--- src/rtl/cnn_pkg.sv ---
// Shared constants and types for the CNN layer-memory datapath.
package cnn_pkg;

  localparam int NREQ_DEF = 3;
  localparam int AW_DEF   = 12;
  localparam int DW_DEF   = 20;
  localparam int SW_DEF   = 3;

  // Requester id width; must cover NREQ_DEF requesters.
  localparam int IDW = 2;

  localparam int REQ_CONV = 0;
  localparam int REQ_MAXP = 1;
  localparam int REQ_FLAT = 2;

  localparam logic [SW_DEF-1:0] SEL_NONE = 3'd0;
  localparam logic [SW_DEF-1:0] SEL_L0K0 = 3'd1;
  localparam logic [SW_DEF-1:0] SEL_L0K1 = 3'd2;
  localparam logic [SW_DEF-1:0] SEL_L1K0 = 3'd3;
  localparam logic [SW_DEF-1:0] SEL_L1K1 = 3'd4;
  localparam logic [SW_DEF-1:0] SEL_L2   = 3'd5;

  typedef struct packed {
    logic           valid;
    logic [IDW-1:0] owner;
    logic           null_rd;
  } rret_t;

endpackage

--- src/rtl/rr_arbiter.sv ---
// Round-robin winner select: first asserted request at or above the pointer,
// wrapping; the pointer moves just past each winner.
module rr_arbiter
  import cnn_pkg::*;
#(
  parameter int NREQ = NREQ_DEF
) (
  input  logic            clk,
  input  logic            reset,
  input  logic [NREQ-1:0] i_req,
  output logic [NREQ-1:0] o_gnt,
  output logic [IDW-1:0]  o_win,
  output logic            o_found
);

  logic [IDW-1:0] r_ptr;

  // NOTE: every always_comb output gets a default first so no path leaves it
  // unassigned; otherwise synthesis infers a latch.
  always_comb begin
    o_gnt   = '0;
    o_win   = '0;
    o_found = 1'b0;
    // Grants are held off during reset so no requester sees a phantom handshake.
    if (!reset) begin
      for (int i = 0; i < NREQ; i++) begin
        if (!o_found && i_req[i] && i >= int'(r_ptr)) begin
          o_found  = 1'b1;
          o_gnt[i] = 1'b1;
          o_win    = IDW'(i);
        end
      end
      for (int i = 0; i < NREQ; i++) begin
        if (!o_found && i_req[i] && i < int'(r_ptr)) begin
          o_found  = 1'b1;
          o_gnt[i] = 1'b1;
          o_win    = IDW'(i);
        end
      end
    end
  end

  // NOTE: sequential state uses non-blocking assignments so every flop samples
  // pre-edge values regardless of block ordering.
  always_ff @(posedge clk) begin
    if (reset) begin
      r_ptr <= '0;
    end else if (o_found) begin
      r_ptr <= (int'(o_win) == NREQ - 1) ? '0 : o_win + 1'b1;
    end
  end

endmodule

--- src/rtl/layer_mem_arbiter.sv ---
// Shares the single layer-memory port among the conv / max-pool / flatten
// engines with registered strobes and a fixed two-cycle read return.
module layer_mem_arbiter
  import cnn_pkg::*;
#(
  parameter int NREQ = NREQ_DEF,
  parameter int AW   = AW_DEF,
  parameter int DW   = DW_DEF,
  parameter int SW   = SW_DEF
) (
  input  logic             clk,
  input  logic             reset,
  input  logic [NREQ-1:0]    req,
  input  logic [NREQ-1:0]    req_we,
  input  logic [NREQ*SW-1:0] req_sel,
  input  logic [NREQ*AW-1:0] req_addr,
  input  logic [NREQ*DW-1:0] req_wdata,
  output logic [NREQ-1:0]  gnt,
  output logic [NREQ-1:0]  rvalid,
  output logic [DW-1:0]    rdata,
  output logic             crd,
  output logic [AW-1:0]    caddr_rd,
  output logic             cwr,
  output logic [AW-1:0]    caddr_wr,
  output logic [DW-1:0]    cdata_wr,
  input  logic [DW-1:0]    cdata_rd,
  output logic [SW-1:0]    csel
);

  logic [NREQ-1:0] w_gnt;
  logic [IDW-1:0]  w_win;
  logic            w_found;
  logic            w_we;
  logic [SW-1:0]   w_sel;
  logic [AW-1:0]   w_addr;
  logic [DW-1:0]   w_wdata;
  logic            w_null;

  logic            r_crd;
  logic            r_cwr;
  logic [AW-1:0]   r_caddr_rd;
  logic [AW-1:0]   r_caddr_wr;
  logic [DW-1:0]   r_cdata_wr;
  logic [SW-1:0]   r_csel;
  rret_t           r_p0;
  rret_t           r_p1;

  rr_arbiter #(.NREQ(NREQ)) u_arb (
    .clk    (clk),
    .reset  (reset),
    .i_req  (req),
    .o_gnt  (w_gnt),
    .o_win  (w_win),
    .o_found(w_found)
  );

  assign gnt = w_gnt;

  always_comb begin
    w_we    = 1'b0;
    w_sel   = '0;
    w_addr  = '0;
    w_wdata = '0;
    for (int i = 0; i < NREQ; i++) begin
      if (w_gnt[i]) begin
        w_we    = req_we[i];
        w_sel   = req_sel[i*SW +: SW];
        w_addr  = req_addr[i*AW +: AW];
        w_wdata = req_wdata[i*DW +: DW];
      end
    end
  end

  // A select of zero is a null access: handshaken, but never strobed.
  assign w_null = (w_sel == SEL_NONE);

  always_ff @(posedge clk) begin
    if (reset) begin
      r_crd      <= 1'b0;
      r_cwr      <= 1'b0;
      r_caddr_rd <= '0;
      r_caddr_wr <= '0;
      r_cdata_wr <= '0;
      r_csel     <= '0;
      r_p0       <= '0;
      r_p1       <= '0;
    end else begin
      r_crd <= w_found && !w_we && !w_null;
      r_cwr <= w_found &&  w_we && !w_null;
      if (w_found) begin
        r_csel <= w_sel;
        if (w_we) begin
          r_caddr_wr <= w_addr;
          r_cdata_wr <= w_wdata;
        end else begin
          r_caddr_rd <= w_addr;
        end
      end
      // Stage 0 lines up with the strobe, stage 1 with cdata_rd.
      r_p0 <= '{valid: w_found && !w_we, owner: w_win, null_rd: w_null};
      r_p1 <= r_p0;
    end
  end

  assign crd      = r_crd;
  assign cwr      = r_cwr;
  assign caddr_rd = r_caddr_rd;
  assign caddr_wr = r_caddr_wr;
  assign cdata_wr = r_cdata_wr;
  assign csel     = r_csel;

  always_comb begin
    rvalid = '0;
    for (int i = 0; i < NREQ; i++) begin
      rvalid[i] = r_p1.valid && (r_p1.owner == IDW'(i));
    end
  end

  assign rdata = r_p1.null_rd ? '0 : cdata_rd;

endmodule
--- config.mk ---
export PLATFORM = sky130hd
export DESIGN_NAME = layer_mem_arbiter
export DESIGN_NICKNAME = d
export VERILOG_FILES = /design/src/rtl/cnn_pkg.sv /design/src/rtl/rr_arbiter.sv /design/src/rtl/layer_mem_arbiter.sv
export SDC_FILE = /design/constraint.sdc
export NUM_CORES = 1
export LEC_CHECK = 0
export BUFFER_PORTS_ARGS = -buffer_cell sky130_fd_sc_hd__clkbuf_2
export CAP_MARGIN = 20
export CORE_ASPECT_RATIO = 0.75
export CORE_UTILIZATION = 37
export CTS_BUF_LIST = sky130_fd_sc_hd__clkbuf_4
export DETAILED_ROUTE_END_ITERATION = 10
export PLACE_DENSITY = 0.72
export SETUP_SLACK_MARGIN = 0.05
export SLEW_MARGIN = 0
export SYNTH_ARGS = -nofsm -noshare
export SYNTH_HDL_FRONTEND = slang
export SYNTH_SLANG_ARGS = --single-unit
--- constraint.sdc ---
create_clock -name clk -period 2.2 [get_ports clk]
set_input_delay 0.11 -clock clk [delete_from_list [all_inputs] [get_ports clk]]
set_output_delay 0.11 -clock clk [all_outputs]
set_load 0.01 [all_outputs]
==> results list, run 1 <==
- CTS Root Cell: clkbuf_4
- The final count of hold timing violations came to 0.
* Number of warnings printed during yosys synthesis: 0
- Cells fill 56.3% of the core in the end.
* Number of enable-type register cells in the synthesized netlist: 0
- Counting the fill cells in the layout gives 744.
- Placed Instance Area: 4320 µm²
- Worst Slack Setup Final: 0.129 ns
- The congestion estimate from routability-driven global placement came to 0.752.
- Primary FF master, synth: dfxtp_1
- In this run, synthesis produced a sequential element count of 59.
- Register-to-register setup slack: 0.19 ns
* Register clock-pin slew on the reported worst setup and hold paths: 0.10 ns
- # placed instances: 645
* Cell depth of the worst min-delay path: 3
- For this block, the via count after detailed routing is 3,592.
- On the final layout, the worst hold slack is 0.0394 ns.
- Cell with the most instances after synthesis: dfxtp_1
- Arrival time worst endpoint: 2.37 ns
- Post-synth top cells: dfxtp_1, a21oi_1, inv_1, nor2b_1, a211oi_1
* End of the worst hold path: csel[2]
- Reg-to-Reg Start: u_arb.r_ptr[0]
- Global routing consumed, on the met3 layer, 6.98% of the routing resources.
* Site Rows: 28
- The initial utilization of the core area, before any placement, comes to 39.0%.
* Share of synthesized registers carrying an async set or reset: 0%
* Number of remaining DRC errors: 0
- Most used routing layer in global routing: met2
- The synthesized design spends more area on one cell type than any other, namely dfxtp_1.
* Total Power: 2.81 mW
* Total nets after synthesis: 483
- Count of unique library cells instantiated by Yosys: 36
- Entering global routing, the biggest net connects 31 pins.
* Antenna violation net count after detailed routing: 0
- The clock net in this run drives a total of 59 sinks.
* IO Pins: 208
* Portion of the clock cycle consumed by the worst path in the final layout: 94.2%
* Core area: 8020 µm²
* Die ar.: 8830 µm²
* Sequential fraction of the synthesis area: 37.8%
- Antenna violations before repair: 0
- Prior to clock tree synthesis, the placed netlist has a worst setup slack of 0.00992 ns.
- Clock skew after layout: 0.0169 ns
- Reg2Reg Capture Point: caddr_wr[3]
* Endpoint kind of the worst setup timing path: register
* GRT Resource Usage Total: 22.6%
* Area fraction of the dominant cell type after synthesis: 37.8%
- After synthesis, the mean cell area works out to 8.93 µm².
- Buffers added to address setup during post-CTS repair amount to 0.
- Post-Layout Cell Count: 664
- Pwr Density: 622 nW/µm²
- Maximum clock frequency: 483 MHz
- Maximum clock path buffer count: 2
- Number of failing setup endpoints in the final timing report: 0
- Along the worst path, the maximum fanout reaches 30.
* Final design area excluding fillers: 4510 µm²
- Once detailed placement completed, the half-perimeter wirelength came to 7.87 mm.
- Wire length of the first global-routing pass: 15.3 mm
- Number of cells on the worst reg-to-reg path: 6
- Clock latency reported for the late side of the worst-skew pair: 0.39 ns
- Cells with a size suffix above 1 make up 48.8% of the layout.
- Leakage power total: 2.19 nW
- Number of input and output port buffers inserted: 207
- Synthesis produced 350 cells.
- In this run the number of H-tree levels came out at 3.
- Global routing consumed, on the met1 layer, 25.6% of the routing resources.
- Overall die width: 108 µm
- The number of clock buffers added by TritonCTS is 9.
- Setup total negative slack on the finished layout was measured at 0 ns.
* Routed wire length: 10.3 mm
* Setup repair after global routing missed its margin: no
- The critical path is of the input pin to register type.
- Layout area overhead: 44.4%
- Data on the critical path is required at its endpoint by 2.50 ns.
- Global routing finished with a remaining overflow of 0.
* Mapped Area: 3130 µm²
- Final net count: 687
- The via count of the first global-routing pass came to 3,261.
* Final-report max-slew violation count: 0
- STA classifies the critical path startpoint as an input pin.
- Using the TritonRoute via totals, the vias-per-cell ratio works out to 5.41.
- Yosys attributes the largest share of cell area to dfxtp_1, a222oi_1, a21oi_1.
- The worst hold path begins at req_sel[5].
- Die Y-Extent: 81.6 µm
- Outcome: completed
- Routed WL per cell: 15.6 µm
- Met2 GRT Util: 39.6%
* Diodes inserted: 0
- At the pin with the least slew margin, the transition time is 0.599 ns.
- Worst max-slew margin expressed relative to the limit: 60.0%
* Shortest period the worst path allows: 2.07 ns
- The tool flagged a number of max-cap violations equal to 0.
- The first TritonRoute pass finished after 6 iterations.
- The path class of the tightest hold or removal check is input pin to register.
* TritonCTS clock tree: done
- In this run, the number of DRC markers left after iteration 0 of detailed routing was 153.
* Maximum VDD drop: 0.344 mV
==> flip-flops by register name (all words and copies together), names as in the netlist <==
name	flops
r_p1	4
csel	3
crd	1
caddr_wr	12
r_p0	4
u_arb.r_ptr	2
cdata_wr	20
cwr	1
caddr_rd	12
==> layer usage <==
| metal | wire length (µm) | up-vias |
|---|---|---|
| li1 | - | 1746 |
| met1 | 4230 | 1668 |
| met2 | 5080 | 161 |
| met3 | 870 | 17 |
| met4 | 161 | 0 |
| met5 | 0 | - |
==> critical path, cell delays in order <==
cell and delay [ns]:
dlygate4sd3_1 0.54, clkbuf_2 0.14, or2_2 0.32, a2111oi_2 0.38, a211o_1 0.28, buf_6 0.26, a21oi_1 0.10, a211oi_1 0.23
==> layout by cell type, fill, tap and decap left out, types with 7 or more instances in the layout <==
cell and n:
a21oi_1 39, buf_4 20, nand2b_1 21, clkbuf_2 207, a222oi_1 21, a211oi_2 9, nor2b_1 26, a2111oi_0 12
dfxtp_1 57, a31o_2 12, a221o_1 12, a211oi_1 24, inv_1 26, nor2_1 7, and3_1 12, clkbuf_4 10
==> where the power goes <==
| part | leakage (nW) | switching, mW | total (mW) | internal (mW) |
|---|---|---|---|---|
| combinational | 1.63 | 0.378 | 0.734 | 0.356 |
| sequential | 0.486 | 0.0544 | 1.21 | 1.16 |
| clock | 0.0815 | 0.395 | 0.860 | 0.465 |
==> cell type report <==
type | instances | area, µm² | share of cell area, %
multi-input cells | 224 | 1680 | 37.1
repair buffers | 233 | 1270 | 28.1
flip-flops and latches | 59 | 1180 | 26.2
well taps | 105 | 131 | 2.91
inverters | 27 | 101 | 2.25
clock inverters | 6 | 80.1 | 1.77
clock buffers | 10 | 75.1 | 1.66
==> worst max path at each step <==
stage	start	end	slack (ns)	depth (start not counted)
after floorplan	u_arb.r_ptr[0]	caddr_rd[3]	0.20	7
after global placement	u_arb.r_ptr[0]	caddr_rd[8]	0.13	5
after detailed placement	u_arb.r_ptr[0]	caddr_rd[8]	0.01	5
after CTS	u_arb.r_ptr[0]	cdata_wr[13]	0.08	6
after global routing	req[2]	cdata_wr[12]	0.05	8
final	req[2]	cdata_wr[13]	0.13	8
==> logic make-up (layout without fill, tap and decap cells) <==
family | Yosys count | after routing | share of synthesized area, %
DFF | 59 | 59 | 37.8
and+or+nand+nor | 80 | 80 | 15.7
AOI/OAI and AO/OA | 144 | 144 | 37.4
buffers and inverters | 67 | 276 | 9.12
==> repair_timing <==
action / in CTS / in global routing
gates resized for setup: 1 / 5
hold buffers: 3 / 0
endpoints found under the setup margin: 10 / 34
endpoints found under the hold margin: 3 / 0
(Power assumes the default switching activity.)
==> run 2: changes to the inputs <==
REMOVE_ABC_BUFFERS = 1   (was not set)
==> run 2 against run 1 <==
Net effect: register-to-register slack worse by 0.03 ns; wire length up 0.16%; die area unchanged; power down 7.1%; critical path depth down 1; largest power group unchanged.
==> results list, run 2 (synthesized netlist as in run 1, its figures left out) <==
* Outcome: completed (unchanged)
* Routed WL per cell: 15.5 µm (was 15.6 µm)
- The number of max-capacitance violations reported was 0 (unchanged).
- Endpoint kind of the worst setup timing path: primary output (was register)
- Clock skew after layout: 0.0101 ns (was 0.0169 ns)
* Number of remaining DRC errors: 0 (unchanged)
* Maximum clock path buffer count: 2 (unchanged)
- The flip-flop count of the largest register after layout is 20 (unchanged).
- Pwr Density: 577 nW/µm² (was 622 nW/µm²)
- The time the worst path needs with I/O delays and setup is 2.05 ns (was 2.07 ns).
- The final routed wirelength across all metal layers is 10.4 mm (was 10.3 mm).
* Most common cell after layout, fill and taps aside: clkbuf_2 (unchanged)
* Post-Layout Cell Count: 667 (was 664)
* Tightest Pin Transition: 0.603 ns (was 0.599 ns)
* Overall die width: 108 µm (unchanged)
- The clock tree root driver cell is clkbuf_4 (unchanged).
- The final sum of negative setup slack is 0 ns (unchanged).
* # placed instances: 642 (was 645)
- The largest fanout on the critical path came to 14 (was 30).
- IO Pins: 208 (unchanged)
* Die ar.: 8830 µm² (unchanged)
- The total number of nets in the final design is 690 (was 687).
- Die Y-Extent: 81.6 µm (unchanged)
- Internal power: 1.80 mW (was 1.98 mW)
* Routed vias/inst: 5.50 (was 5.41)
- The start-to-end type of the worst setup path was input pin to primary output (was input pin to register).
- The number of I/O port buffers came to 207 (unchanged).
- Maximum VDD drop: 0.330 mV (was 0.344 mV)
- Core area: 8020 µm² (unchanged)
- The static leakage came to 2.21 nW (was 2.19 nW).
- Site Rows: 28 (unchanged)
- Share of layout cells above drive strength 1: 49.5% (was 48.8%)
* Number of violations reported at the end of detailed-routing iteration 0: 276 (was 153)
- CTS H-Tree Depth: 3 (unchanged)
- The via count of the first global-routing pass is 3,443 (was 3,261).
- The CTS tree was done (unchanged).
- The antenna cell count is 0 (unchanged).
* Clock latency reported for the late side of the worst-skew pair: 0.39 ns (about the same)
- Final-report max-slew violation count: 0 (unchanged)
- The residual antenna-violating net count after detailed routing is 0 (unchanged).
* HPWL reported at the end of detailed placement: 7.80 mm (was 7.87 mm)
- Classification of the worst-slack hold path: input pin to register (unchanged)
* Finished Core Util: 56.3% (about the same)
- Proportion of power drawn by combinational gates: 28.4% (was 26.2%)
- Wire length of the first global-routing pass: 16.0 mm (was 15.3 mm)
- Arrival time worst endpoint: 1.94 ns (was 2.37 ns)
- The overflow left after global routing is 0 (unchanged).
* Number of vias after detailed routing: 3,671 (was 3,592)
- The share of total power in the clock network is 25.1% (was 30.6%).
* CTS buffer count: 9 (unchanged)
* End of the worst hold path: csel[2] (unchanged)
- Highest-count cells in the layout ignoring fill and taps: clkbuf_2, dfxtp_1, a21oi_1 (unchanged)
- The combined global-route utilization of all metal layers came to 23.3% (was 22.6%).
- Clk sink count: 59 (unchanged)
- The critical path startpoint category was an input pin (unchanged).
* Portion of the clock cycle consumed by the worst path in the final layout: 93.1% (was 94.2%)
* Required time reported for the critical path endpoint: 2.09 ns (was 2.50 ns)
- The number of antenna violations at the first check in global routing came to 0 (unchanged).
- The source of the worst hold timing path was req_sel[2] (was req_sel[5]).
* Worst max-slew margin expressed relative to the limit: 59.7% (was 60.0%)
- The achievable frequency is 488 MHz (was 483 MHz).
- Cell depth of the worst min-delay path: 3 (unchanged)
* Layout area overhead: 44.6% (was 44.4%)
- Reg-to-Reg Start: u_arb.r_ptr[1] (was u_arb.r_ptr[0])
* Total Power: 2.61 mW (was 2.81 mW)
* Pre-antenna DRT Iters: 7 (was 6)
* Fraction of power consumed by sequential logic: 46.4% (was 43.2%)
- The CTS clock-pin slew for the worst setup and hold paths was 0.09 ns (was 0.10 ns).
* Final weighted congestion of routability-driven global placement: 0.798 (was 0.752)
- The largest net degree at the start of global routing came to 36 (was 31).
- Register-to-register setup slack: 0.16 ns (was 0.19 ns)
* Psw: 810 µW (was 827 µW)
- Number of cells on the worst reg-to-reg path: 6 (unchanged)
- Setup repair after global routing missed its margin: no (unchanged)
- The effective utilization at floorplan is 39.0% (unchanged).
- The final count of hold timing violations came to 0 (unchanged).
- The endpoint of the lowest-slack register-to-register path was caddr_wr[7] (was caddr_wr[3]).
- The setup-violating endpoint count in the final report is 0 (unchanged).
- Share of total power consumed by net switching: 31.1% (was 29.5%)
-- run 2: cell types whose count changed in the layout (fill, tap and decap cells not counted), moves of 2 or more --
cell | before | now
clkinv_2 | 1 | 3
clkinv_1 | 3 | 1
bufinv_16 | 2 | 0
clkbuf_4 | 10 | 13
-- run 2: power groups by stage --
| stage | registers, mW | logic (mW) | clock network (mW) |
|---|---|---|---|
| finish | 1.21 | 0.741 | 0.655 |
| global placement | 1.23 | 0.699 | 0 |
| CTS | 1.21 | 0.724 | 0.686 |
| global route | 1.22 | 0.814 | 0.734 |
| floorplan | 1.26 | 0.319 | 0 |
| detailed placement | 1.23 | 0.716 | 0 |
-- run 2: final cells by class --
cell class / count / area (µm²)
clock inverters: 3 / 15.0
clock buffers: 13 / 97.6
inverters: 27 / 101
well taps: 105 / 131
fillers: 757 / 3500
flip-flops and latches: 59 / 1180
repair buffers: 236 / 1310
multi-input cells: 224 / 1680
-- run 2: layer usage --
metal | track usage (%) | part of all wire [%]
met3 | 6.43 | 7.8
met4 | 5.75 | 1.2
met2 | 42.1 | 49
met1 | 27.3 | 42
met5 | 0 | 0
-- run 2: critical path, cell delays in order --
cell,delay (ns)
dlygate4sd3_1,0.53
clkbuf_2,0.14
or2_2,0.32
buf_4,0.20
a211oi_4,0.35
buf_12,0.15
clkbuf_2,0.13
-- run 2: how the worst max path moves through the flow --
| stage | slack, ns | cells after the start | from | endpoint |
|---|---|---|---|---|
| after floorplan | -1.02 | 5 | u_arb.r_ptr[0] | caddr_wr[0] |
| after global placement | 0.10 | 5 | u_arb.r_ptr[0] | caddr_rd[11] |
| after detailed placement | -0.03 | 5 | u_arb.r_ptr[1] | caddr_rd[10] |
| after CTS | 0.03 | 5 | u_arb.r_ptr[1] | caddr_wr[11] |
| after global routing | 0.06 | 7 | u_arb.r_ptr[0] | r_p0[0] |
| final | 0.15 | 7 | req[2] | gnt[0] |
-- run 2: timing repair --
action / 4_1_cts / 5_1_grt
cloned: 0 / 1
endpoints found under the hold margin: 4 / 0
resized for setup: 1 / 7
pin swaps: 0 / 1
hold buffers: 4 / 0
endpoints found under the setup margin: 20 / 43
buffers inserted: 0 / 4
-- run 2: through the flow --
| stage | setup WS (ns) | hold slack [ns] | area, µm² |
|---|---|---|---|
| global route | 0.0589 | 0.0258 | 4520 |
| global placement | 0.101 | 0.355 | 4280 |
| CTS | 0.0335 | 0.00618 | 4430 |
| floorplan | -1.02 | 0.175 | 2940 |
| detailed placement | -0.0325 | 0.367 | 4280 |
| finish | 0.152 | 0.0322 | 4520 |
